## config.mk

```make
export PLATFORM = sky130hd
export DESIGN_NAME = axil_cmd_master
export DESIGN_NICKNAME = d
export VERILOG_FILES = /design/src/rtl/axil_cmd_master.sv
export SDC_FILE = /design/constraint.sdc
export NUM_CORES = 1
export LEC_CHECK = 0
export CORE_MARGIN = 2
export CORE_UTILIZATION = 30
export CTS_CLUSTER_SIZE = 14
export DETAILED_ROUTE_END_ITERATION = 7
export HOLD_SLACK_MARGIN = 0.12
export PLACE_DENSITY_LB_ADDON = 0.1
export SLEW_MARGIN = 30
export SYNTH_ARGS = -nofsm -noshare
export SYNTH_HDL_FRONTEND = slang
export SYNTH_SLANG_ARGS = --single-unit
```

## constraint.sdc

```tcl
create_clock -name m_axi_aclk -period 2 [get_ports m_axi_aclk]
set_input_delay 0.3 -clock m_axi_aclk [delete_from_list [all_inputs] [get_ports m_axi_aclk]]
set_output_delay 0.3 -clock m_axi_aclk [all_outputs]
set_load 0.02 [all_outputs]
```

## src/rtl/axil_cmd_master.sv

```systemverilog
// axil_cmd_master: single-outstanding AXI4-Lite master.
// A valid/ready command port is turned into exactly one AXI4-Lite read or
// write; the slave's data and response come back on a valid/ready response
// port. All outputs are registered. AW and W may complete in either order.
// C_M_AXI_DATA_WIDTH is intended to be 32 or 64.
module axil_cmd_master #(
    parameter int C_M_AXI_DATA_WIDTH = 32,
    parameter int C_M_AXI_ADDR_WIDTH = 32
) (
    input  logic                              m_axi_aclk,
    input  logic                              m_axi_areset,
    // command port
    input  logic                              cmd_valid,
    output logic                              cmd_ready,
    input  logic                              cmd_write,
    input  logic [C_M_AXI_ADDR_WIDTH-1:0]     cmd_addr,
    input  logic [C_M_AXI_DATA_WIDTH-1:0]     cmd_wdata,
    input  logic [C_M_AXI_DATA_WIDTH/8-1:0]   cmd_wstrb,
    // response port
    output logic                              rsp_valid,
    input  logic                              rsp_ready,
    output logic                              rsp_write,
    output logic [C_M_AXI_DATA_WIDTH-1:0]     rsp_rdata,
    output logic [1:0]                        rsp_resp,
    output logic                              busy,
    // AXI4-Lite write address
    output logic [C_M_AXI_ADDR_WIDTH-1:0]     m_axi_awaddr,
    output logic [2:0]                        m_axi_awprot,
    output logic                              m_axi_awvalid,
    input  logic                              m_axi_awready,
    // AXI4-Lite write data
    output logic [C_M_AXI_DATA_WIDTH-1:0]     m_axi_wdata,
    output logic [C_M_AXI_DATA_WIDTH/8-1:0]   m_axi_wstrb,
    output logic                              m_axi_wvalid,
    input  logic                              m_axi_wready,
    // AXI4-Lite write response
    input  logic [1:0]                        m_axi_bresp,
    input  logic                              m_axi_bvalid,
    output logic                              m_axi_bready,
    // AXI4-Lite read address
    output logic [C_M_AXI_ADDR_WIDTH-1:0]     m_axi_araddr,
    output logic [2:0]                        m_axi_arprot,
    output logic                              m_axi_arvalid,
    input  logic                              m_axi_arready,
    // AXI4-Lite read data
    input  logic [C_M_AXI_DATA_WIDTH-1:0]     m_axi_rdata,
    input  logic [1:0]                        m_axi_rresp,
    input  logic                              m_axi_rvalid,
    output logic                              m_axi_rready
);

    localparam int STRB_W = C_M_AXI_DATA_WIDTH / 8;

    typedef enum logic [2:0] {
        IDLE = 3'd0,
        WR   = 3'd1,
        WR_B = 3'd2,
        RD_A = 3'd3,
        RD_R = 3'd4,
        RSP  = 3'd5
    } state_t;

    state_t                          state_reg, state_next;
    logic                            cmd_ready_reg, cmd_ready_next;
    logic                            busy_reg, busy_next;
    logic                            write_reg, write_next;
    logic [C_M_AXI_ADDR_WIDTH-1:0]   addr_reg, addr_next;
    logic [C_M_AXI_DATA_WIDTH-1:0]   wdata_reg, wdata_next;
    logic [STRB_W-1:0]               wstrb_reg, wstrb_next;
    logic                            awvalid_reg, awvalid_next;
    logic                            wvalid_reg, wvalid_next;
    logic                            aw_done_reg, aw_done_next;
    logic                            w_done_reg, w_done_next;
    logic                            bready_reg, bready_next;
    logic                            arvalid_reg, arvalid_next;
    logic                            rready_reg, rready_next;
    logic                            rsp_valid_reg, rsp_valid_next;
    logic                            rsp_write_reg, rsp_write_next;
    logic [C_M_AXI_DATA_WIDTH-1:0]   rsp_rdata_reg, rsp_rdata_next;
    logic [1:0]                      rsp_resp_reg, rsp_resp_next;

    logic aw_hs;
    logic w_hs;

    // Handshakes on the two write request channels, tracked independently.
    assign aw_hs = awvalid_reg & m_axi_awready;
    assign w_hs  = wvalid_reg & m_axi_wready;

    // Next-state and next-output logic; every register holds by default.
    always_comb begin
        state_next     = state_reg;
        cmd_ready_next = cmd_ready_reg;
        write_next     = write_reg;
        addr_next      = addr_reg;
        wdata_next     = wdata_reg;
        wstrb_next     = wstrb_reg;
        awvalid_next   = awvalid_reg;
        wvalid_next    = wvalid_reg;
        aw_done_next   = aw_done_reg;
        w_done_next    = w_done_reg;
        bready_next    = bready_reg;
        arvalid_next   = arvalid_reg;
        rready_next    = rready_reg;
        rsp_valid_next = rsp_valid_reg;
        rsp_write_next = rsp_write_reg;
        rsp_rdata_next = rsp_rdata_reg;
        rsp_resp_next  = rsp_resp_reg;

        case (state_reg)
            IDLE: begin
                if (cmd_valid && cmd_ready_reg) begin
                    cmd_ready_next = 1'b0;
                    write_next     = cmd_write;
                    addr_next      = cmd_addr;
                    wdata_next     = cmd_wdata;
                    wstrb_next     = cmd_wstrb;
                    if (cmd_write) begin
                        awvalid_next = 1'b1;
                        wvalid_next  = 1'b1;
                        aw_done_next = 1'b0;
                        w_done_next  = 1'b0;
                        state_next   = WR;
                    end else begin
                        arvalid_next = 1'b1;
                        state_next   = RD_A;
                    end
                end
            end
            WR: begin
                if (aw_hs) begin
                    awvalid_next = 1'b0;
                    aw_done_next = 1'b1;
                end
                if (w_hs) begin
                    wvalid_next = 1'b0;
                    w_done_next = 1'b1;
                end
                // Both channels done, counting a handshake landing this cycle.
                if ((aw_done_reg || aw_hs) && (w_done_reg || w_hs)) begin
                    bready_next = 1'b1;
                    state_next  = WR_B;
                end
            end
            WR_B: begin
                if (m_axi_bvalid) begin
                    bready_next    = 1'b0;
                    rsp_resp_next  = m_axi_bresp;
                    rsp_rdata_next = '0;
                    rsp_write_next = write_reg;
                    rsp_valid_next = 1'b1;
                    state_next     = RSP;
                end
            end
            RD_A: begin
                if (m_axi_arready) begin
                    arvalid_next = 1'b0;
                    rready_next  = 1'b1;
                    state_next   = RD_R;
                end
            end
            RD_R: begin
                if (m_axi_rvalid) begin
                    rready_next    = 1'b0;
                    rsp_rdata_next = m_axi_rdata;
                    rsp_resp_next  = m_axi_rresp;
                    rsp_write_next = write_reg;
                    rsp_valid_next = 1'b1;
                    state_next     = RSP;
                end
            end
            RSP: begin
                if (rsp_ready) begin
                    rsp_valid_next = 1'b0;
                    cmd_ready_next = 1'b1;
                    state_next     = IDLE;
                end
            end
            default: begin
                state_next     = IDLE;
                cmd_ready_next = 1'b1;
            end
        endcase

        busy_next = (state_next != IDLE);
    end

    // State and output registers; reset drops any in-flight transaction.
    always_ff @(posedge m_axi_aclk) begin
        if (m_axi_areset) begin
            state_reg     <= IDLE;
            cmd_ready_reg <= 1'b1;
            busy_reg      <= 1'b0;
            write_reg     <= 1'b0;
            addr_reg      <= '0;
            wdata_reg     <= '0;
            wstrb_reg     <= '0;
            awvalid_reg   <= 1'b0;
            wvalid_reg    <= 1'b0;
            aw_done_reg   <= 1'b0;
            w_done_reg    <= 1'b0;
            bready_reg    <= 1'b0;
            arvalid_reg   <= 1'b0;
            rready_reg    <= 1'b0;
            rsp_valid_reg <= 1'b0;
            rsp_write_reg <= 1'b0;
            rsp_rdata_reg <= '0;
            rsp_resp_reg  <= 2'b00;
        end else begin
            state_reg     <= state_next;
            cmd_ready_reg <= cmd_ready_next;
            busy_reg      <= busy_next;
            write_reg     <= write_next;
            addr_reg      <= addr_next;
            wdata_reg     <= wdata_next;
            wstrb_reg     <= wstrb_next;
            awvalid_reg   <= awvalid_next;
            wvalid_reg    <= wvalid_next;
            aw_done_reg   <= aw_done_next;
            w_done_reg    <= w_done_next;
            bready_reg    <= bready_next;
            arvalid_reg   <= arvalid_next;
            rready_reg    <= rready_next;
            rsp_valid_reg <= rsp_valid_next;
            rsp_write_reg <= rsp_write_next;
            rsp_rdata_reg <= rsp_rdata_next;
            rsp_resp_reg  <= rsp_resp_next;
        end
    end

    assign cmd_ready     = cmd_ready_reg;
    assign busy          = busy_reg;
    assign rsp_valid     = rsp_valid_reg;
    assign rsp_write     = rsp_write_reg;
    assign rsp_rdata     = rsp_rdata_reg;
    assign rsp_resp      = rsp_resp_reg;
    assign m_axi_awaddr  = addr_reg;
    assign m_axi_awprot  = 3'b000;
    assign m_axi_awvalid = awvalid_reg;
    assign m_axi_wdata   = wdata_reg;
    assign m_axi_wstrb   = wstrb_reg;
    assign m_axi_wvalid  = wvalid_reg;
    assign m_axi_bready  = bready_reg;
    assign m_axi_araddr  = addr_reg;
    assign m_axi_arprot  = 3'b000;
    assign m_axi_arvalid = arvalid_reg;
    assign m_axi_rready  = rready_reg;

endmodule

```

==> flow_results.org, run 1 <==
** STA
- Pin slew with the least headroom to its limit :: 748 ps
- Post-route setup TNS :: 0 ps
- The number of pins with negative max-slew slack in the final report came to 0.
- Share of the cycle needed by the critical path after routing :: 0.909
- Hold Slack :: roughly 190 ps
- The worst path in the final design needs a cycle of approximately 1800 ps, including I/O delays and setup.
- Timing would allow up to approximately 550 MHz.
- The number of failing hold endpoints at the final stage is 0.
- Setup violations remaining at the end of the flow were counted as 0.
- On the final layout, the worst clock skew is about 5.3 ps.
- Setup repair after global routing missed its margin :: no
- Normalized max-slew margin :: 0.501

** Global route
- Largest net degree at the start of global routing :: 68
- Overall global routing resource usage :: 0.174
- Global routing finished with a remaining overflow of 0.
- Antenna violations before repair :: 0
- Via count of the first global-routing pass :: roughly 4600
- First-pass GRT wire length :: 22800 um

** Clocking
- After clock tree synthesis, the clock-pin slew on the worst setup and hold paths is roughly 50 ps.
- Cells resized by post-CTS repair :: 0
- After clock tree synthesis, the flow added hold-fix buffers numbering 0.
- For the worst-skew pair, the clock arrives at the later sink with an insertion delay of around 410 ps.
- TritonCTS clock tree :: done
- The clock passes through at most 2 buffers.
- The root buffer cell chosen for the clock tree is sky130_fd_sc_hd__clkbuf_16.
- Setup fix buffers added after clock tree synthesis :: 0
- Buffers inserted during clock tree synthesis total 17.
- Max H-tree Level :: 4
- The clock net in this run drives a total of 117 sinks.

** Die
- Area of the die :: approximately 17000 sq um
- The core region is 15300 sq um.
- The floorplan step set the die height to 129 um.
- I/O pin count :: approximately 260
- Measured along the x axis, the die boundary spans between 100 and 150 um.
- Initial Util :: 0.307
- Row generation in the floorplan step produced 45 rows.

** Power
- The design draws 7.04 mW.
- For this design the ratio of total power to cell area is roughly 910 nW/um^2.
- The analysis attributes to cell leakage a power of 2.73 nW.
- Worst voltage drop across the vdd grid :: ~0.00054 V

** Worst setup path
- The setup check on the worst reg-to-reg path leaves a slack of 250 ps.
- The endpoint identified for the worst register-to-register timing path is busy.
- Nature of the critical path endpoint :: output pin
- Depth of the worst register-to-register path :: 5
- Walking the worst path, the cells encountered are clkdlybuf4s50_1.
- In this run the worst setup path begins at cmd_ready.
- In this design, the stage delay of the slowest critical-path cell is around 660 ps.
- Of all nets on the critical path, the largest fanout is 6.
- STA classifies the critical path startpoint as a register.
- Required time at the worst-slack endpoint :: 1700 ps
- Critical path start-end classification :: register to output pin
- The largest individual stage delay along the critical path comes from the cell sky130_fd_sc_hd__clkdlybuf4s50_1.
- Category of cells accounting for the largest share of critical-path delay :: buffers and inverters
- Arrival time at the worst endpoint :: approximately 1500 ps
- Startpoint of the worst register-to-register path :: state_reg[2]
- Counting both buffers and inverters, the worst setup path holds a total of 1.

** Final layout
- Most common cell after layout, fill and taps aside :: sky130_fd_sc_hd__clkdlybuf4s50_1
- Summed area of non-filler cells in the final layout :: about 7700 sq um
- Most frequent cells in the layout :: sky130_fd_sc_hd__clkdlybuf4s50_1 (255), sky130_fd_sc_hd__nand2_1 (177), sky130_fd_sc_hd__dfxtp_1 (117), sky130_fd_sc_hd__a21oi_1 (116), sky130_fd_sc_hd__nand4_1 (32)
- The finished layout holds 1016 standard cells, fillers aside.
- 0 antenna diodes ended up in the layout.
- Of the cells placed in the final design, the portion with a size suffix greater than 1 is 0.0720.
- Layout overhead on the synthesized area :: 65.3%
- Final layout net count :: a little over 900

** Logic synthesis
- In the synthesized netlist, the number of instances is 580.
- After synthesis the cells add up to roughly 4700 sq um.
- Asr flop ratio synth :: 0
- Synth area leader :: sky130_fd_sc_hd__dfxtp_1
- Fraction of the yosys area taken by sequential cells :: 0.500
- Commonest register cell after synthesis :: sky130_fd_sc_hd__dfxtp_1
- The synthesized design contains between 100 and 150 register bits.
- In this run, synthesis inferred 0 flip-flops with an integrated enable.
- Count of warnings emitted by yosys :: 0
- Distinct cell type count after synthesis :: 36
- A synthesized cell averages around 8.1 sq um.
- Fraction of synthesized cell area taken by the top area cell type :: 0.500
- Yosys attributes the largest share of cell area to sky130_fd_sc_hd__dfxtp_1 (50%), sky130_fd_sc_hd__nand2_1 (14%), sky130_fd_sc_hd__a21oi_1 (12%).

** Worst hold path
- Type of the most critical hold path :: input port to register
- The worst hold path was traced through 2 stages.
- Startpoint of the lowest-slack hold path :: m_axi_areset
- Worst-case hold path end point :: rsp_rdata[27]

** Route
- DRC violation total after the first TritonRoute iteration :: between 200 and 300
- In the routed design, unresolved DRC markers number 0.
- For this run, the detailed router's first-pass iteration total came to 4.
- Total Routed Length :: approximately 15000 um
- Number of routed nets with antenna violations :: 0
- Via density per instance :: 4.59
- For this block, the via count after detailed routing is approximately 4700.
- Average routed wire per standard cell :: 14.5 um

** Placed design
- Half-perimeter wire length after detailed placement :: just over 10000 um
- In this run the cell area measured after placement is between 7000 and 8000 sq um.
- The number of placed instances, taps included, is about 1000.
- Port Buffers :: roughly 260
- Routability congestion estimate from global placement :: roughly 0.76

** Job
- Max-capacitance violation count :: 0

** Outcome
- Outcome :: finished clean
==> per-layer routing <==
metal  global-route usage  vias to the layer above  share of wire
met5                    0                        -              0
met4               0.0742                        0          0.021
met3               0.0603                       23          0.084
met2                0.286                      195           0.46
met1                0.207                     2121           0.43
li1                     -                     2328              -
==> stage by stage <==
| step | util | setup slack (ps) |
|---|---|---|
| after floorplan | - | 601 |
| after global placement | 0.470 | 151 |
| after detailed placement | 0.470 | 85.7 |
| after CTS | 0.508 | 144 |
| after global routing | 0.508 | 86.6 |
| final | 0.508 | 183 |
==> cell usage after synthesis (2+ instances only) <==
| library cell | number |
|---|---|
| sky130_fd_sc_hd__nand2_1 | 178 |
| sky130_fd_sc_hd__dfxtp_1 | 117 |
| sky130_fd_sc_hd__a21oi_1 | 116 |
| sky130_fd_sc_hd__buf_4 | 50 |
| sky130_fd_sc_hd__nand4_1 | 32 |
| sky130_fd_sc_hd__clkbuf_1 | 23 |
| sky130_fd_sc_hd__nor2_1 | 8 |
| sky130_fd_sc_hd__buf_1 | 5 |
| sky130_fd_sc_hd__nand3_1 | 5 |
| sky130_fd_sc_hd__inv_1 | 4 |
| sky130_fd_sc_hd__a21o_1 | 3 |
| sky130_fd_sc_hd__buf_2 | 3 |
| sky130_fd_sc_hd__nor2b_1 | 3 |
| sky130_fd_sc_hd__nor3b_1 | 3 |
| sky130_fd_sc_hd__o21ai_0 | 3 |
| sky130_fd_sc_hd__a211oi_1 | 2 |
| sky130_fd_sc_hd__a311oi_1 | 2 |
| sky130_fd_sc_hd__and3_1 | 2 |
| sky130_fd_sc_hd__buf_6 | 2 |
| sky130_fd_sc_hd__mux2i_1 | 2 |
| sky130_fd_sc_hd__or3b_2 | 2 |
==> cell type report <==
type	count	area [sq um]
well taps	211	264
repair buffers	271	2710
inverters	4	15.0
flip-flops and latches	117	2340
multi-input cells	381	1830
fillers	1436	7510
clock inverters	11	101
clock buffers	21	480
==> power by group <==
part | switching (mW) | internal, mW
clock network | 1.07 | 1.83
logic | 0.795 | 0.731
registers | 0.118 | 2.49
==> cell families (layout without fill, tap and decap cells) <==
family,after synthesis,after routing,share of synthesized area
simple gates,241,241,0.229
compound gates,132,132,0.153
flops,117,117,0.500
buf+inv,87,307,0.114
mux,2,2,0.00427
other cells,1,6,0.000800
==> how the worst max path moves through the flow <==
stage | slack, ps | endpoint | cells after the start
4_1_cts | 140 | cmd_ready | 1
2_1_floorplan | 600 | busy | 4
6_report | 180 | cmd_ready | 1
5_1_grt | 90 | busy | 5
3_3_place_gp | 150 | rsp_rdata[15] | 5
3_5_place_dp | 90 | m_axi_wdata[5] | 6
No activity file was read; power rests on OpenSTA's default activity.
==> run 2: changes to the inputs <==
--- a/config.mk
+++ b/config.mk
@@ -6,7 +6,7 @@
 export NUM_CORES = 1
 export LEC_CHECK = 0
 export CORE_MARGIN = 2
-export CORE_UTILIZATION = 30
+export CORE_UTILIZATION = 39
 export CTS_CLUSTER_SIZE = 14
 export DETAILED_ROUTE_END_ITERATION = 7
 export HOLD_SLACK_MARGIN = 0.12
==> run 2 against run 1 <==
Fmax rose by 2.2%. Via count rose by 2.3%. Hold slack improved by 45 ps. Largest power group unchanged. Largest cell class unchanged. Non-clock buffer count did not move.
==> flow_results.org, run 2 (synthesis gave the netlist of run 1 again) <==
** Die
- Vertical die dimension :: 114 um (was 129 um)
- The row count came to 40 (was 45).
- I/O pin count :: 263 (unchanged)
- The die boundary width is 114 um (was 129 um).
- The die footprint was 12900 sq um (was 16600 sq um).
- Initial Util :: 0.395 (was 0.307)
- Core area :: 11900 sq um (was 15300 sq um)

** Power
- Power share of the sequential group :: 0.352 (was 0.370)
- The part of the power in combinational logic is 0.208 (was 0.217).
- The power density normalized to cell area came to 954 nW/um^2 (was 909 nW/um^2).
- Worst voltage drop across the vdd grid :: 0.000605 V (was 0.000543 V)
- Static Leak :: 2.77 nW (was 2.73 nW)
- The switching power share of the total is 0.263 (was 0.282).
- Clock network power share :: 0.440 (was 0.413)
- The power dissipated by switching net loads is 1.94 mW (was 1.99 mW).
- The internal power came to 5.43 mW (was 5.05 mW).
- The sum of internal, switching and leakage power came to 7.37 mW (was 7.04 mW).

** Worst setup path
- Nature of the critical path endpoint :: output pin (unchanged)
- The critical register-to-register path startpoint is state_reg[1] (was state_reg[2]).
- Flop2flop setup slack :: 230 ps (was 250 ps)
- The largest fanout on the critical path is 6 (unchanged).
- Depth of the worst register-to-register path :: 5 (unchanged)
- The critical path's top delay family is buffers and inverters (unchanged).
- Slowest cell on the critical path :: sky130_fd_sc_hd__clkdlybuf4s50_1 (unchanged)
- Largest stage delay, worst path :: 660 ps (about the same)
- The worst reg2reg path endpoint was m_axi_araddr[7] (was busy).
- Critical path start-end classification :: register to output pin (unchanged)
- Cells traversed along the worst timing path: clkdlybuf4s50_1 (unchanged).
- The arrival time of data at the critical path endpoint is 1480 ps (was 1520 ps).
- The critical path buffer and inverter count came to 1 (unchanged).
- The startpoint kind of the worst setup timing path was a register (unchanged).
- Required time at the worst-slack endpoint :: 1700 ps (about the same)

** Route
- The average detailed-routed wire length per instance came to 15.1 um (was 14.5 um).
- Number of routed nets with antenna violations :: 0 (unchanged)
- The via total after detailed routing came to 4774 (was 4667).
- The wire length reported by the detailed router came to 14400 um (was 14700 um).
- Initial DRT Pass Iterations :: 4 (unchanged)
- The average via count per standard cell is 5.01 (was 4.59).
- The detailed-route DRC error count was 0 (unchanged).
- DRC violation total after the first TritonRoute iteration :: 362 (was 287)

** Clocking
- The number of buffers created by CTS is 17 (unchanged).
- Cts-stage hold buffer count :: 0 (unchanged)
- Cells resized by post-CTS repair :: 0 (unchanged)
- The latest clock arrival within the worst-skew pair was 410 ps (about the same).
- Clock root buffer :: sky130_fd_sc_hd__clkbuf_16 (unchanged)
- Clock edge transition at the registers on the reported setup and hold paths :: 50 ps (about the same)
- Max Root-Sink Buffers :: 2 (unchanged)
- Count of clock tree sinks :: 117 (unchanged)
- TritonCTS clock tree :: done (unchanged)
- The total setup buffers inserted after CTS is 0 (unchanged).
- The maximum level of the CTS H-tree came to 4 (unchanged).

** STA
- The accumulated negative setup slack came to 0 ps (unchanged).
- The worst setup skew after layout was 5.95 ps (was 5.31 ps).
- The fmax was 563 MHz (was 550 MHz).
- The final setup violation count was 0 (unchanged).
- The slew at the pin closest to its max-slew limit was 790 ps (was 748 ps).
- Setup repair after global routing missed its margin :: no (unchanged)
- The number of failing hold endpoints at the final stage is 0 (unchanged).
- The number of pins with negative max-slew slack in the final report came to 0 (unchanged).
- The ratio of final minimum period to clock period was 0.889 (was 0.909).
- Final period demand of the worst path :: 1780 ps (was 1820 ps)
- The relative max-transition margin was 0.474 (was 0.501).
- The post-route worst hold slack came to 232 ps (was 187 ps).
- The smallest setup slack after layout is 222 ps (was 183 ps).

** Placed design
- Number of placed instances with taps included :: 920 (was 984)
- The detailed-placement wirelength estimate is 10100 um (was 10400 um).
- Routability congestion estimate from global placement :: 0.787 (was 0.761)
- Port Buffers :: 256 (unchanged)
- The worst setup timing slack at the placement stage is 84.2 ps (was 85.7 ps).

** Worst hold path
- The origin of the worst min-delay path is m_axi_areset (unchanged).
- Type of the most critical hold path :: input port to register (unchanged)
- Hold path cells :: 3 (was 2)
- Worst-case hold path end point :: state_reg[2] (was rsp_rdata[27])

** Global route
- Overall global routing resource usage :: 0.215 (was 0.174)
- The wire length of the first global-routing pass is 21900 um (was 22800 um).
- Largest net degree at the start of global routing :: 75 (was 68)
- The number of global-route vias before repair was 4424 (was 4555).
- The number of antenna violations at the first check in global routing came to 0 (unchanged).
- The sum of overflow across all layers after global routing was 0 (unchanged).

** Final layout
- # fillers :: 1016 (was 1436)
- Most common cell after layout, fill and taps aside :: sky130_fd_sc_hd__clkdlybuf4s50_1 (unchanged)
- The post-layout net count was 906 (unchanged).
- The fraction of final layout cells with drive strength greater than 1 is 0.0683 (was 0.0720).
- The post-synthesis to final-layout area growth came to 64.8% (was 65.3%).
- The antenna diode count is 0 (unchanged).
- Filler-free cell count of the finished design :: 952 (was 1016)
- Most frequent cells in the layout :: sky130_fd_sc_hd__clkdlybuf4s50_1 (255), sky130_fd_sc_hd__nand2_1 (177), sky130_fd_sc_hd__dfxtp_1 (117), sky130_fd_sc_hd__a21oi_1 (116), sky130_fd_sc_hd__nand4_1 (32) (unchanged)

** Job
- The number of max-cap violations came to 0 (unchanged).

** Outcome
- Outcome: finished clean (unchanged).
## run 2: layer usage
layer,routed length (um),vias up,track usage
li1,-,2329,-
met1,5900,2197,0.249
met2,6890,214,0.354
met3,1200,34,0.0760
met4,430,0,0.105
met5,0,-,0
## run 2: worst max path at each step
stage / startpoint / endpoint / slack (ps) / depth (start not counted)
after floorplan: state_reg[0] / busy / 600 / 4
final: cmd_ready / cmd_ready / 220 / 1
after global routing: state_reg[1] / m_axi_araddr[4] / 110 / 5
after global placement: cmd_valid / m_axi_araddr[0] / 150 / 6
after detailed placement: cmd_valid / m_axi_wstrb[0] / 80 / 6
after CTS: cmd_ready / cmd_ready / 200 / 1
## run 2: power by group through the flow
stage	Clock (mW)	Combinational [mW]	Sequential, mW
final	3.24	1.53	2.60
after global routing	3.41	1.62	2.62
after CTS	3.30	1.54	2.60
after detailed placement	0	1.53	2.65
after global placement	0	1.51	2.64
after floorplan	0	0.683	2.81
## run 2: through the flow
stage          utilization  instance area [sq um]
5_1_grt              0.651                   7720
3_3_place_gp         0.597                   7090
4_1_cts              0.651                   7720
2_1_floorplan            -                   4710
6_report             0.651                   7720
3_5_place_dp         0.597                   7090
## run 2: final cells by class
type	instances	area [sq um]	area share
clock buffer	24	492	0.0637
clock inverter	8	145	0.0188
inverter	4	15.0	0.00194
multi-input combinational	381	1830	0.238
sequential	117	2340	0.303
tap	147	184	0.0238
timing repair buffer	271	2710	0.351
